--- config.mk ---
export PLATFORM = sky130hd
export DESIGN_NAME = raster_counter
export DESIGN_NICKNAME = d
export VERILOG_FILES = /design/src/rtl/raster_cnt_pkg.sv /design/src/rtl/raster_axis_counter.sv /design/src/rtl/raster_counter.sv
export SDC_FILE = /design/constraint.sdc
export NUM_CORES = 1
export LEC_CHECK = 0
export ABC_CLOCK_PERIOD_IN_PS = 3200
export CAP_MARGIN = 0
export CORE_MARGIN = 2
export CORE_UTILIZATION = 40
export DETAILED_ROUTE_END_ITERATION = 8
export DONT_BUFFER_PORTS = 1
export PLACE_DENSITY = 0.59
export SYNTH_ARGS = -nofsm -noshare
export SYNTH_HDL_FRONTEND = slang
export SYNTH_SLANG_ARGS = --single-unit
--- constraint.sdc ---
create_clock -name clk -period 3.2 [get_ports clk]
set_input_delay 0.96 -clock clk [delete_from_list [all_inputs] [get_ports clk]]
set_output_delay 0.96 -clock clk [all_outputs]
set_load 0.02 [all_outputs]
--- src/rtl/raster_cnt_pkg.sv ---
`default_nettype none
// ============================================================================
// Module      : raster_cnt_pkg
// Description : Shared types for the raster scan counter (frame walker FSM
//               state encoding).
// Revision    : 1.0 - initial release
// ============================================================================
package raster_cnt_pkg;

    // Frame walker states: waiting for start, scanning, frame finished
    typedef enum logic [1:0] {
        RC_IDLE = 2'd0,
        RC_RUN  = 2'd1,
        RC_DONE = 2'd2
    } rc_state_t;

endpackage
`default_nettype wire

--- src/rtl/raster_axis_counter.sv ---
`default_nettype none
// ============================================================================
// Module      : raster_axis_counter
// Description : One axis of the raster scan. Holds the current index and the
//               limit latched at frame start; increments wrap to zero once
//               the latched limit is reached. Exposes the at-limit flag for
//               both the current and the next-cycle value so the parent can
//               register flags aligned with the count.
// Revision    : 1.0 - initial release
// ============================================================================
module raster_axis_counter
    import raster_cnt_pkg::*;
#(
    parameter int W = 10
) (
    input  logic         clk,
    input  logic         rst,
    input  logic         clear,
    input  logic         load,
    input  logic [W-1:0] max_in,
    input  logic         inc,
    output logic [W-1:0] count,
    output logic         at_max,
    output logic         at_max_nxt
);

    logic [W-1:0] r_count;
    logic [W-1:0] r_limit;
    logic [W-1:0] w_count_nxt;
    logic [W-1:0] w_limit_nxt;
    logic         w_wrap_to_zero;

    // The count never passes the latched limit, so no modular overflow occurs
    assign w_wrap_to_zero = (r_count == r_limit);

    // Next count/limit: clear beats load beats increment
    always_comb begin
        w_count_nxt = r_count;
        w_limit_nxt = r_limit;
        if (clear) begin
            w_count_nxt = '0;
        end else if (load) begin
            w_count_nxt = '0;
            w_limit_nxt = max_in;
        end else if (inc) begin
            w_count_nxt = w_wrap_to_zero ? '0 : r_count + W'(1);
        end
    end

    // Count and limit registers
    always_ff @(posedge clk or posedge rst) begin
        if (rst) begin
            r_count <= '0;
            r_limit <= '0;
        end else begin
            r_count <= w_count_nxt;
            r_limit <= w_limit_nxt;
        end
    end

    assign count      = r_count;
    assign at_max     = w_wrap_to_zero;
    assign at_max_nxt = (w_count_nxt == w_limit_nxt);

endmodule
`default_nettype wire

--- src/rtl/raster_counter.sv ---
`default_nettype none
// ============================================================================
// Module      : raster_counter
// Description : Two-axis column/row scan counter. Walks x across each row and
//               y down the frame, flags line end / frame end, and pulses
//               frame_done for one cycle after the last pixel is consumed.
//               Optional macro RASTER_CNT_CONT_EN adds a `continuous` input
//               that wraps the frame back to (0,0) instead of stopping.
// Revision    : 1.0 - initial release
// ============================================================================
module raster_counter
    import raster_cnt_pkg::*;
#(
    parameter int X_BITS = 10,
    parameter int Y_BITS = 9
) (
    input  logic              clk,
    input  logic              rst,
    input  logic              clear,
    input  logic              start,
    input  logic              count_enable,
`ifdef RASTER_CNT_CONT_EN
    input  logic              continuous,
`endif
    input  logic [X_BITS-1:0] x_max,
    input  logic [Y_BITS-1:0] y_max,
    output logic [X_BITS-1:0] x_count,
    output logic [Y_BITS-1:0] y_count,
    output logic              line_end,
    output logic              frame_end,
    output logic              frame_done,
    output logic              busy
);

    rc_state_t r_state;
    rc_state_t w_state_nxt;
    logic      w_cont;
    logic      w_cnt_clear;
    logic      w_load;
    logic      w_x_inc;
    logic      w_y_inc;
    logic      w_done_nxt;
    logic      w_x_at_max;
    logic      w_y_at_max;
    logic      w_x_at_max_nxt;
    logic      w_y_at_max_nxt;
    logic      w_line_end_nxt;
    logic      w_frame_end_nxt;
    logic      r_line_end;
    logic      r_frame_end;
    logic      r_frame_done;
    logic      r_busy;

`ifdef RASTER_CNT_CONT_EN
    assign w_cont = continuous;
`else
    assign w_cont = 1'b0;
`endif

    raster_axis_counter #(.W(X_BITS)) u_x_axis (
        .clk        (clk),
        .rst        (rst),
        .clear      (w_cnt_clear),
        .load       (w_load),
        .max_in     (x_max),
        .inc        (w_x_inc),
        .count      (x_count),
        .at_max     (w_x_at_max),
        .at_max_nxt (w_x_at_max_nxt)
    );

    raster_axis_counter #(.W(Y_BITS)) u_y_axis (
        .clk        (clk),
        .rst        (rst),
        .clear      (w_cnt_clear),
        .load       (w_load),
        .max_in     (y_max),
        .inc        (w_y_inc),
        .count      (y_count),
        .at_max     (w_y_at_max),
        .at_max_nxt (w_y_at_max_nxt)
    );

    // Sequencing with priority clear > start > count_enable; a continuous
    // wrap reuses the load path so limits are re-sampled at the frame edge
    always_comb begin
        w_state_nxt = r_state;
        w_cnt_clear = 1'b0;
        w_load      = 1'b0;
        w_x_inc     = 1'b0;
        w_y_inc     = 1'b0;
        w_done_nxt  = 1'b0;
        if (clear) begin
            w_state_nxt = RC_IDLE;
            w_cnt_clear = 1'b1;
        end else if (start && (r_state != RC_RUN)) begin
            w_state_nxt = RC_RUN;
            w_load      = 1'b1;
        end else if ((r_state == RC_RUN) && count_enable) begin
            if (w_x_at_max && w_y_at_max) begin
                w_done_nxt = 1'b1;
                if (w_cont) begin
                    w_load = 1'b1;
                end else begin
                    w_state_nxt = RC_DONE;
                end
            end else begin
                w_x_inc = 1'b1;
                w_y_inc = w_x_at_max;
            end
        end
    end

    // Flags are derived from next-cycle counts so they line up with x/y
    assign w_line_end_nxt  = (w_state_nxt == RC_RUN) && w_x_at_max_nxt;
    assign w_frame_end_nxt = w_line_end_nxt && w_y_at_max_nxt;

    // State, flag and pulse registers
    always_ff @(posedge clk or posedge rst) begin
        if (rst) begin
            r_state      <= RC_IDLE;
            r_line_end   <= 1'b0;
            r_frame_end  <= 1'b0;
            r_frame_done <= 1'b0;
            r_busy       <= 1'b0;
        end else begin
            r_state      <= w_state_nxt;
            r_line_end   <= w_line_end_nxt;
            r_frame_end  <= w_frame_end_nxt;
            r_frame_done <= w_done_nxt;
            r_busy       <= (w_state_nxt == RC_RUN);
        end
    end

    assign line_end   = r_line_end;
    assign frame_end  = r_frame_end;
    assign frame_done = r_frame_done;
    assign busy       = r_busy;

endmodule
`default_nettype wire

==> summary.txt, run 1 <==
Async set-reset flop share out of synthesis -> 100.0%
Detail Route Antenna Nets -> 0
Req. time, crit path -> 3.42 ns
Top-count cell post-synth -> dfrtp_1
Crit Path Category -> in2reg
Routed wire per std cell -> 18.71 um
# IOs -> 47
Final-layout fill cell count -> 651
Max IR drop VDD -> 205.6 uV
Clock Pin Slew Worst Setup and Hold Paths -> 0.09 ns
Startpoint Class -> primary input
Final Hold Fails -> 0
Post-cts hold buffer count -> 0
Core Region -> 6756 um2
Avg Inst Size Synth -> 9.743 um2
Initial core utilization -> 41.24%
CP max FO -> 7
Post-CTS resize count -> 0
Crit path time final -> 2.923 ns
Synth cell types -> 55
RSZ-0062 raised after global routing -> false
Port Buf Inserts -> 0
Mapped Area -> 2786 um2
Post-Route M1 WL -> 3.417 mm
Synth-to-layout area growth -> 14.82%
Post-DR vias/cell -> 6.028
DRC Markers -> 0
Htree depth -> 2
Critical hold path startpoint -> u_y_axis.r_limit[7]$_DFF_PP0_
First-pass DRT Iterations -> 4
F_max -> 342.1 MHz
GPL Wtd Cong -> 0.8158
HPWL Detailed -> 5.486 mm
Via Count -> 2357
Clock Sinks -> 44
Synth Flop Type -> dfrtp_1
Final worst-path cycle share -> 91.36%
Routed wire length -> 7.316 mm
Antenna violations before repair -> 0
Root Driver -> clkbuf_8
Final setup violation count -> 0
CP endpoint kind -> flip-flop
P_leak -> 1.340 nW
Launch point of the worst reg-to-reg path -> u_x_axis.r_limit[1]$_DFF_PP0_
Syn. warnings -> 0
Post-synthesis sequential area ratio -> 39.52%
Largest net degree at the start of global routing -> 45
Cts bufs inserted -> 5
Row count -> 30
Max-slew violation count -> 0
Synth cell count leaders -> 44 x dfrtp_1, 18 x mux2_2, 18 x nand2_1, 15 x xnor2_1, 13 x nor2_1
FF+latch count, synth -> 44
Final net count -> 336
Vias in the first global route -> 2195
Top cell type by total area after synthesis -> dfrtp_1
Max layer used -> met4
Number of diodes -> 0
First-pass GRT wire length -> 11.63 mm
Pwr per Cell Area -> 433.6 nW/um2
Die span in y -> 87.46 um
Worst-Margin Slew -> 0.9212 ns
Main area contributors after synthesis -> dfrtp_1 40%, mux2_2 7.3%, xnor2_1 4.7%
Cell count after synthesis -> 286
Slew headroom -> 38.50%
DIE AREA -> 7649 um2
Arr. time, crit path -> 3.15 ns
Worst-case clock buffer depth -> 2
Layout cell share with drive strength beyond 1 -> 22.83%
Yosys top cell area share -> 39.52%
Max cap viols -> 0
Initial detailed-routing violation count -> 218
Outcome -> finished, final reports clean
EDFF count, synth -> 0
Total power -> 1.387 mW
Post-DP Area -> 3073 um2
Met2 WL -> 3.324 mm
Clock latency on the worst-skew pair -> 0.31 ns
Worst setup path start -> clear
Hold Crit Class -> reg2reg
GRT overflow -> 0
WHS -> 0.5589 ns
CTS tree -> built
Met3 Routed Length -> 474 um
Post-Layout Inst Area -> 3199 um2
Die W -> 87.46 um
Fin Clk Skew -> 0.008518 ns
Post-Syn Nets -> 312
All-Layer GR Usage -> 20.36%
Post-CTS Setup Repair Bufs -> 0
## cells by family after synthesis
| kind of cell | count (synthesis) | share of synthesized area (%) |
|---|---|---|
| adder cells (fa/ha/maj) | 2 | 0.8979 |
| AO/OA/AOI/OAI | 52 | 13.79 |
| flip-flops | 44 | 39.52 |
| AND/OR/NAND/NOR | 105 | 21.82 |
| buffers and inverters | 30 | 5.119 |
| multiplexers | 25 | 9.789 |
| XOR/XNOR | 28 | 9.071 |
## flip-flops by register name (all words and copies together), names as in the netlist
register	flops
u_x_axis.count	10
u_x_axis.r_limit	10
u_y_axis.count	9
u_y_axis.r_limit	9
r_state	2
busy	1
frame_done	1
frame_end	1
line_end	1
## power by group
group | switching [mW] | internal [mW] | total, mW | leakage, nW
Clock | 0.201 | 0.276 | 0.477 | 0.0645
Sequential | 0.0352 | 0.605 | 0.640 | 0.570
Combinational | 0.147 | 0.124 | 0.271 | 0.705
Total | 0.383 | 1.00 | 1.39 | 1.34
## layout by cell type, fill, tap and decap left out, types with 6 or more instances in the layout
cell / netlist / layout
inv_1: 11 / 10
clkbuf_8: 0 / 7
and2_1: 8 / 8
xnor2_1: 15 / 15
nand3_1: 9 / 9
nand4_1: 11 / 11
mux2_2: 18 / 18
or3_1: 6 / 6
a21oi_1: 12 / 12
nand2_1: 18 / 18
nor2_1: 13 / 13
xor2_1: 12 / 12
nor3_1: 12 / 12
mux2i_1: 7 / 7
dfrtp_1: 44 / 44
buf_4: 1 / 35
or4_1: 7 / 7
## path summary, 6_finish.rpt
check / end / slack [ns] / depth (start not counted)
min: u_y_axis.r_limit[7]$_DFF_PP0_ / 0.56 / 1
min reg2reg: u_y_axis.r_limit[7]$_DFF_PP0_ / 0.56 / 1
min in group asynchronous: u_y_axis.count[8]$_DFF_PP0_ / 0.73 / 1
max in group asynchronous: u_x_axis.r_limit[3]$_DFF_PP0_ / 1.89 / 1
max: frame_end$_DFF_PP0_ / 0.28 / 8
max reg2reg: frame_end$_DFF_PP0_ / 0.28 / 8
## critical path: stages
cell	delay [ns]
and4bb_4	0.30
nand4_1	0.08
or4_1	0.54
or4_4	0.44
a21o_1	0.19
a211oi_1	0.31
nand4b_1	0.17
nor4_2	0.14
## stage by stage
step / setup WS (ns) / cells / utilization [%] / setup TNS (ns)
after floorplan: 0.1293 / 286 / - / 0
after global placement: 0.09938 / 383 / 45.48 / 0
after detailed placement: -0.05384 / 383 / 45.48 / -0.05384
after CTS: 0.2904 / 391 / 47.35 / 0
after global routing: 0.05082 / 391 / 47.35 / 0
final: 0.2765 / 391 / 47.35 / 0
## layout make-up
cell class	instances	area (um2)	area share, %
flip-flops and latches	44	1101	34.42
inverters	11	41.29	1.291
clock inverters	1	30.03	0.9386
multi-input cells	212	1548	48.38
well taps	80	100.1	3.129
clock buffers	7	96.34	3.011
repair buffers	36	282.8	8.838
## per-layer routing
layer | vias to the layer above | global-route usage [%]
met3 | 8 | 5.498
met2 | 62 | 29.75
met1 | 1174 | 28.71
met4 | 0 | 7.692
li1 | 1113 | -
met5 | - | 0
(Power assumes the default switching activity.)
==> run 2: changes to the inputs <==
--- a/config.mk
+++ b/config.mk
@@ -11,7 +11,7 @@
 export CORE_UTILIZATION = 40
 export DETAILED_ROUTE_END_ITERATION = 8
 export DONT_BUFFER_PORTS = 1
-export PLACE_DENSITY = 0.59
+export RECOVER_POWER = 50
 export SYNTH_ARGS = -nofsm -noshare
 export SYNTH_HDL_FRONTEND = slang
 export SYNTH_SLANG_ARGS = --single-unit
==> run 2 against run 1 <==
The flow now finishes with violations (capacitance limit, slew limit). Routed wire length decreased by 0.55%. Clock-buffer cell count decreased by 1. Maximum frequency decreased by 2.5%. Largest cell class unchanged.
==> summary.txt, run 2 (synthesis results as in run 1) <==
Outcome -> finished, violations left
Failing checks -> capacitance limit, slew limit
Clock latency on the worst-skew pair -> 0.31 ns
CP endpoint kind -> flip-flop
Routed wire per std cell -> 18.51 um
Sw Ratio -> 28.40%
Pwr per Cell Area -> 426.2 nW/um2
Final setup violation count -> 0
Vias in the first global route -> 2210
Hold Crit Class -> reg2reg
Final Hold Fails -> 0
Post-Layout Inst Area -> 3204 um2
Layout cell share with drive strength beyond 1 -> 20.13%
Number of diodes -> 0
Max cap viols -> 1
HPWL Detailed -> 5.562 mm
CP max FO -> 7
Post-DP Area -> 3088 um2
Logic gate share of total power -> 19.4%
P_int -> 0.9778 mW
Htree depth -> 2
Post-CTS resize count -> 0
CP max stage cell -> or4_1
Arr. time, crit path -> 3.22 ns
CTS tree -> built
# IOs -> 47
Post-CTS Setup Repair Bufs -> 0
Clock Pin Slew Worst Setup and Hold Paths -> 0.09 ns
Root Driver -> clkbuf_8
GPL Wtd Cong -> 0.8258
DIE AREA -> 7649 um2
Storage element area -> 1101 um2
Final-layout fill cell count -> 665
Final net count -> 338
Clock Power Share -> 33.8%
DRC Markers -> 0
First-pass GRT wire length -> 11.72 mm
Setup slack after layout -> 0.2018 ns
Commonest non-fill, non-tap cell in the layout -> dfrtp_1
Largest net degree at the start of global routing -> 45
Antenna violations before repair -> 0
Cts bufs inserted -> 5
CP bufs+invs -> 0
Flop pwr share -> 46.8%
Routed wire length -> 7.276 mm
Crit Path Category -> in2reg
Worst-Margin Slew -> 1.671 ns
Row count -> 30
Core Region -> 6756 um2
Switching pwr -> 0.3879 mW
CP max stage delay -> 0.55 ns
Initial detailed-routing violation count -> 169
RSZ-0062 raised after global routing -> false
Req. time, crit path -> 3.42 ns
Max IR drop VDD -> 229.9 uV
Synth-to-layout area growth -> 15.00%
Worst-case clock buffer depth -> 2
Initial core utilization -> 41.24%
Cells along the critical path -> and4bb_4, nand4_1, or4_1, or4_4, a21o_1, a211oi_1, nand4b_1, nor4_2
Most frequent cells in the layout -> 44 x dfrtp_1, 37 x buf_4, 18 x nand2_1
F_max -> 333.5 MHz
Fin Clk Skew -> 0.004016 ns
Post-cts hold buffer count -> 0
Slew headroom -> -11.52%
P_leak -> 1.350 nW
Die span in y -> 87.46 um
Setup TNS -> 0 ns
Critical path's top delay family -> simple AND/OR/NAND/NOR gates
Via Count -> 2335
Startpoint Class -> primary input
Post-DR vias/cell -> 5.941
Clock Sinks -> 44
Multi-input gate area -> 1543 um2
First-pass DRT Iterations -> 4
Detail Route Antenna Nets -> 0
Crit path time final -> 2.998 ns
Die W -> 87.46 um
GRT overflow -> 0
Final worst-path cycle share -> 93.69%
Setup WS pre-CTS -> -0.06527 ns
Max-slew violation count -> 45
All-Layer GR Usage -> 20.11%
Port Buf Inserts -> 0
-- run 2: changes by cell type in the layout (fill, tap and decap cells not counted), sizes merged --
cell and change:
clkinv +1, clkbuf -1, buf +2
-- run 2: per-layer routing --
layer	global-route usage (%)	part of all wire [%]	vias up
met2	31.54	45	79
met5	0	0	-
li1	-	-	1115
met4	5.455	1.3	0
met1	27.58	46	1132
met3	5.118	7.3	9
-- run 2: final timing paths --
| path | from | end | slack (ns) | depth (start not counted) |
|---|---|---|---|---|
| worst min register to register | u_y_axis.r_limit[7]$_DFF_PP0_ | u_y_axis.r_limit[7]$_DFF_PP0_ | 0.56 | 1 |
| worst min-delay path | u_y_axis.r_limit[7]$_DFF_PP0_ | u_y_axis.r_limit[7]$_DFF_PP0_ | 0.56 | 1 |
| max in group asynchronous | rst | u_x_axis.r_limit[1]$_DFF_PP0_ | 1.17 | 1 |
| min in group asynchronous | rst | u_y_axis.r_limit[8]$_DFF_PP0_ | 1.06 | 1 |
| worst max register to register | u_x_axis.r_limit[1]$_DFF_PP0_ | frame_end$_DFF_PP0_ | 0.27 | 9 |
| worst max-delay path | clear | frame_end$_DFF_PP0_ | 0.20 | 8 |
-- run 2: per-stage QoR --
step	total power [mW]	utilization (%)	cells	hold slack (ns)
floorplan	0.8434	-	286	0.5060
global placement	0.9145	45.70	385	0.5294
detailed placement	0.9213	45.70	385	0.5453
CTS	1.390	47.50	393	0.5658
global route	1.434	47.43	393	0.5962
finish	1.366	47.43	393	0.5623
-- run 2: worst reg2reg max path: stages (launching register included) --
cell and delay (ns):
dfrtp_1 0.40, xnor2_1 0.27, nand4_2 0.21, or3_1 0.50, buf_4 0.21, o21ai_2 0.19
o2bb2ai_1 0.17, a21oi_1 0.09, or4_4 0.56, nor4_2 0.26
-- run 2: cell type report --
cell class                 instances  area share (%)
multi-input combinational        212           48.15
sequential                        44           34.36
timing repair buffer              38           9.293
tap                               80           3.124
clock buffer                       6           2.577
inverter                          11           1.289
clock inverter                     2           1.210
-- run 2: power groups by stage --
stage / Clock [mW] / Combinational (mW) / Sequential, mW
2_1_floorplan: 0 / 0.198 / 0.645
3_3_place_gp: 0 / 0.266 / 0.648
3_5_place_dp: 0 / 0.270 / 0.652
4_1_cts: 0.478 / 0.272 / 0.640
5_1_grt: 0.496 / 0.291 / 0.647
6_report: 0.462 / 0.265 / 0.639
==> run 3: changes to the inputs <==
--- a/config.mk
+++ b/config.mk
@@ -5,7 +5,7 @@
 export SDC_FILE = /design/constraint.sdc
 export NUM_CORES = 1
 export LEC_CHECK = 0
-export ABC_CLOCK_PERIOD_IN_PS = 3200
+export ABC_CLOCK_PERIOD_IN_PS = 2610
 export CAP_MARGIN = 0
 export CORE_MARGIN = 2
 export CORE_UTILIZATION = 40
==> constraint.sdc (replaced) <==
create_clock -name clk -period 2.61 [get_ports clk]
set_input_delay 0.783 -clock clk [delete_from_list [all_inputs] [get_ports clk]]
set_output_delay 0.783 -clock clk [all_outputs]
set_load 0.02 [all_outputs]
==> run 3 against run 2 <==
The flow finishes with violations (setup timing). Sequential power increased by 23%. Die area is the same. Register-to-register slack got worse by 0.48 ns. Sequential cell count is the same. Critical path depth up 1. Via count rose by 6.1%. Combinational power increased by 57%. Clock skew is 0.0067 ns higher. Largest power group unchanged.
==> summary.txt, run 3 (synthesis results as in run 1) <==
Req. time, crit path -> 2.83 ns
Switching pwr -> 0.4812 mW
Max-slew violation count -> 0
Post-Route M1 WL -> 3.499 mm
Setup slack after layout -> -0.2085 ns
Row count -> 30
Met3 Routed Length -> 601 um
Post-DR vias/cell -> 5.787
Die W -> 87.46 um
GPL Wtd Cong -> 0.9324
Clock Sinks -> 44
Port Buf Inserts -> 0
Slew headroom -> 26.66%
Via Count -> 2477
Arr. time, crit path -> 3.04 ns
Clock latency on the worst-skew pair -> 0.31 ns
Startpoint Class -> flip-flop
Largest net degree at the start of global routing -> 45
Final-layout fill cell count -> 612
Fin Clk Skew -> 0.01074 ns
First-pass DRT Iterations -> 4
CP max FO -> 5
Final Hold Fails -> 0
Clock Pin Slew Worst Setup and Hold Paths -> 0.08 ns
Post-DP Area -> 3356 um2
Max cap viols -> 0
Crit path time final -> 2.818 ns
Sw Ratio -> 28.14%
Final setup violation count -> 2
Failing checks -> setup timing
Hold Crit Class -> in2reg
Post-Layout Inst Area -> 3553 um2
Core Region -> 6756 um2
Number of diodes -> 0
Initial detailed-routing violation count -> 210
Critical hold path startpoint -> clear
Crit Path Category -> reg2reg
DIE AREA -> 7649 um2
R2r worst-path depth -> 9
F_max -> 354.8 MHz
CP endpoint kind -> flip-flop
Die span in y -> 87.46 um
Max layer used -> met4
# IOs -> 47
Htree depth -> 2
Root Driver -> clkbuf_8
All-Layer GR Usage -> 21.63%
DRC Markers -> 0
Final worst-path cycle share -> 108.0%
Synth-to-layout area growth -> 27.53%
GRT overflow -> 0
First-pass GRT wire length -> 12.80 mm
Worst setup path start -> u_x_axis.r_limit[3]$_DFF_PP0_
Worst-case clock buffer depth -> 2
P_int -> 1.229 mW
Hold path depth -> 1
Antenna violations before repair -> 0
Initial core utilization -> 41.24%
Layout cell share with drive strength beyond 1 -> 35.34%
Flop pwr share -> 46.1%
Vias in the first global route -> 2492
Routed wire per std cell -> 17.89 um
Clock Power Share -> 29.6%
CTS tree -> built
Routed wire length -> 7.659 mm
Logic gate share of total power -> 24.2%
Most frequent cells in the layout -> 69 x buf_4, 44 x dfrtp_1, 18 x mux2_2, 18 x nand2_1, 13 x nor2_1
Max IR drop VDD -> 218.3 uV
RSZ-0062 raised after global routing -> true
Cts bufs inserted -> 5
Final core utilization -> 52.59%
Commonest non-fill, non-tap cell in the layout -> buf_4
Met2 WL -> 3.432 mm
Detail Route Antenna Nets -> 0
Launch point of the worst reg-to-reg path -> u_x_axis.r_limit[3]$_DFF_PP0_
Worst-Margin Slew -> 1.100 ns
Pwr per Cell Area -> 481.2 nW/um2
HPWL Detailed -> 5.900 mm
Outcome -> finished, violations left
P_leak -> 1.518 nW
Final net count -> 375
run 3: changes by cell type in the layout (fill, tap and decap cells not counted), sizes merged:
| cell | previous run | this run |
|---|---|---|
| buf | 38 | 70 |
| clkinv | 1 | 0 |
| clkbuf | 6 | 10 |
run 3: metrics by stage:
| stage | std cells | hold WS (ns) | total power [mW] | setup slack [ns] | setup TNS, ns |
|---|---|---|---|---|---|
| global route | 428 | 0.5275 | 1.813 | -0.3256 | -0.5710 |
| CTS | 427 | 0.5262 | 1.711 | -0.1383 | -0.2351 |
| detailed placement | 420 | 0.5473 | 1.191 | -0.3364 | -0.5595 |
| floorplan | 286 | 0.5060 | 1.036 | -0.2245 | -0.2245 |
| global placement | 420 | 0.5292 | 1.180 | -0.2696 | -0.4821 |
| finish | 428 | 0.5376 | 1.710 | -0.2085 | -0.2873 |
run 3: final timing paths:
kind | end | slack (ns)
min in group asynchronous | u_y_axis.count[8]$_DFF_PP0_ | 0.71
max in group asynchronous | u_x_axis.r_limit[3]$_DFF_PP0_ | 1.22
worst max register to register | frame_end$_DFF_PP0_ | -0.21
worst min-delay path | r_state[0]$_DFF_PP0_ | 0.54
worst max-delay path | frame_end$_DFF_PP0_ | -0.21
worst min register to register | r_state[1]$_DFF_PP0_ | 0.56
run 3: final cells by class:
| type | instances | area, um2 | area share, % |
|---|---|---|---|
| clock inverter | 1 | 30.03 | 0.8451 |
| timing repair buffer | 75 | 558.0 | 15.70 |
| multi-input combinational | 212 | 1654 | 46.55 |
| inverter | 11 | 41.29 | 1.162 |
| tap | 80 | 100.1 | 2.817 |
| clock buffer | 5 | 68.82 | 1.937 |
| sequential | 44 | 1101 | 30.99 |
run 3: critical path: stages, from the launching register on:
cell and delay, ns:
dfrtp_1 0.41, xnor2_2 0.17, nand4_1 0.28, or3_4 0.46, buf_4 0.16, o21ai_2 0.14, o2bb2ai_1 0.16, a21oi_1 0.11
or4_4 0.58, nor4_2 0.27
run 3: repair_timing:
action                     4_1_cts  5_1_grt
setup endpoints to repair        2        2
resized for setup               17        5
hold buffers                     0        0
cloned                           0        0
pin swaps                        6        5
buffers inserted                 1        1
run 3: power groups by stage:
| stage | clock [mW] | combinational, mW | sequential, mW |
|---|---|---|---|
| final | 0.506 | 0.415 | 0.789 |
| after global routing | 0.558 | 0.456 | 0.799 |
| after CTS | 0.518 | 0.407 | 0.787 |
| after detailed placement | 0 | 0.391 | 0.800 |
| after global placement | 0 | 0.385 | 0.795 |
| after floorplan | 0 | 0.245 | 0.791 |
run 3: routing by layer:
layer / vias to the layer above / GRT usage (%)
met5: - / 0
met4: 0 / 7.133
met3: 12 / 6.066
met2: 82 / 32.02
met1: 1195 / 30.37
li1: 1188 / -
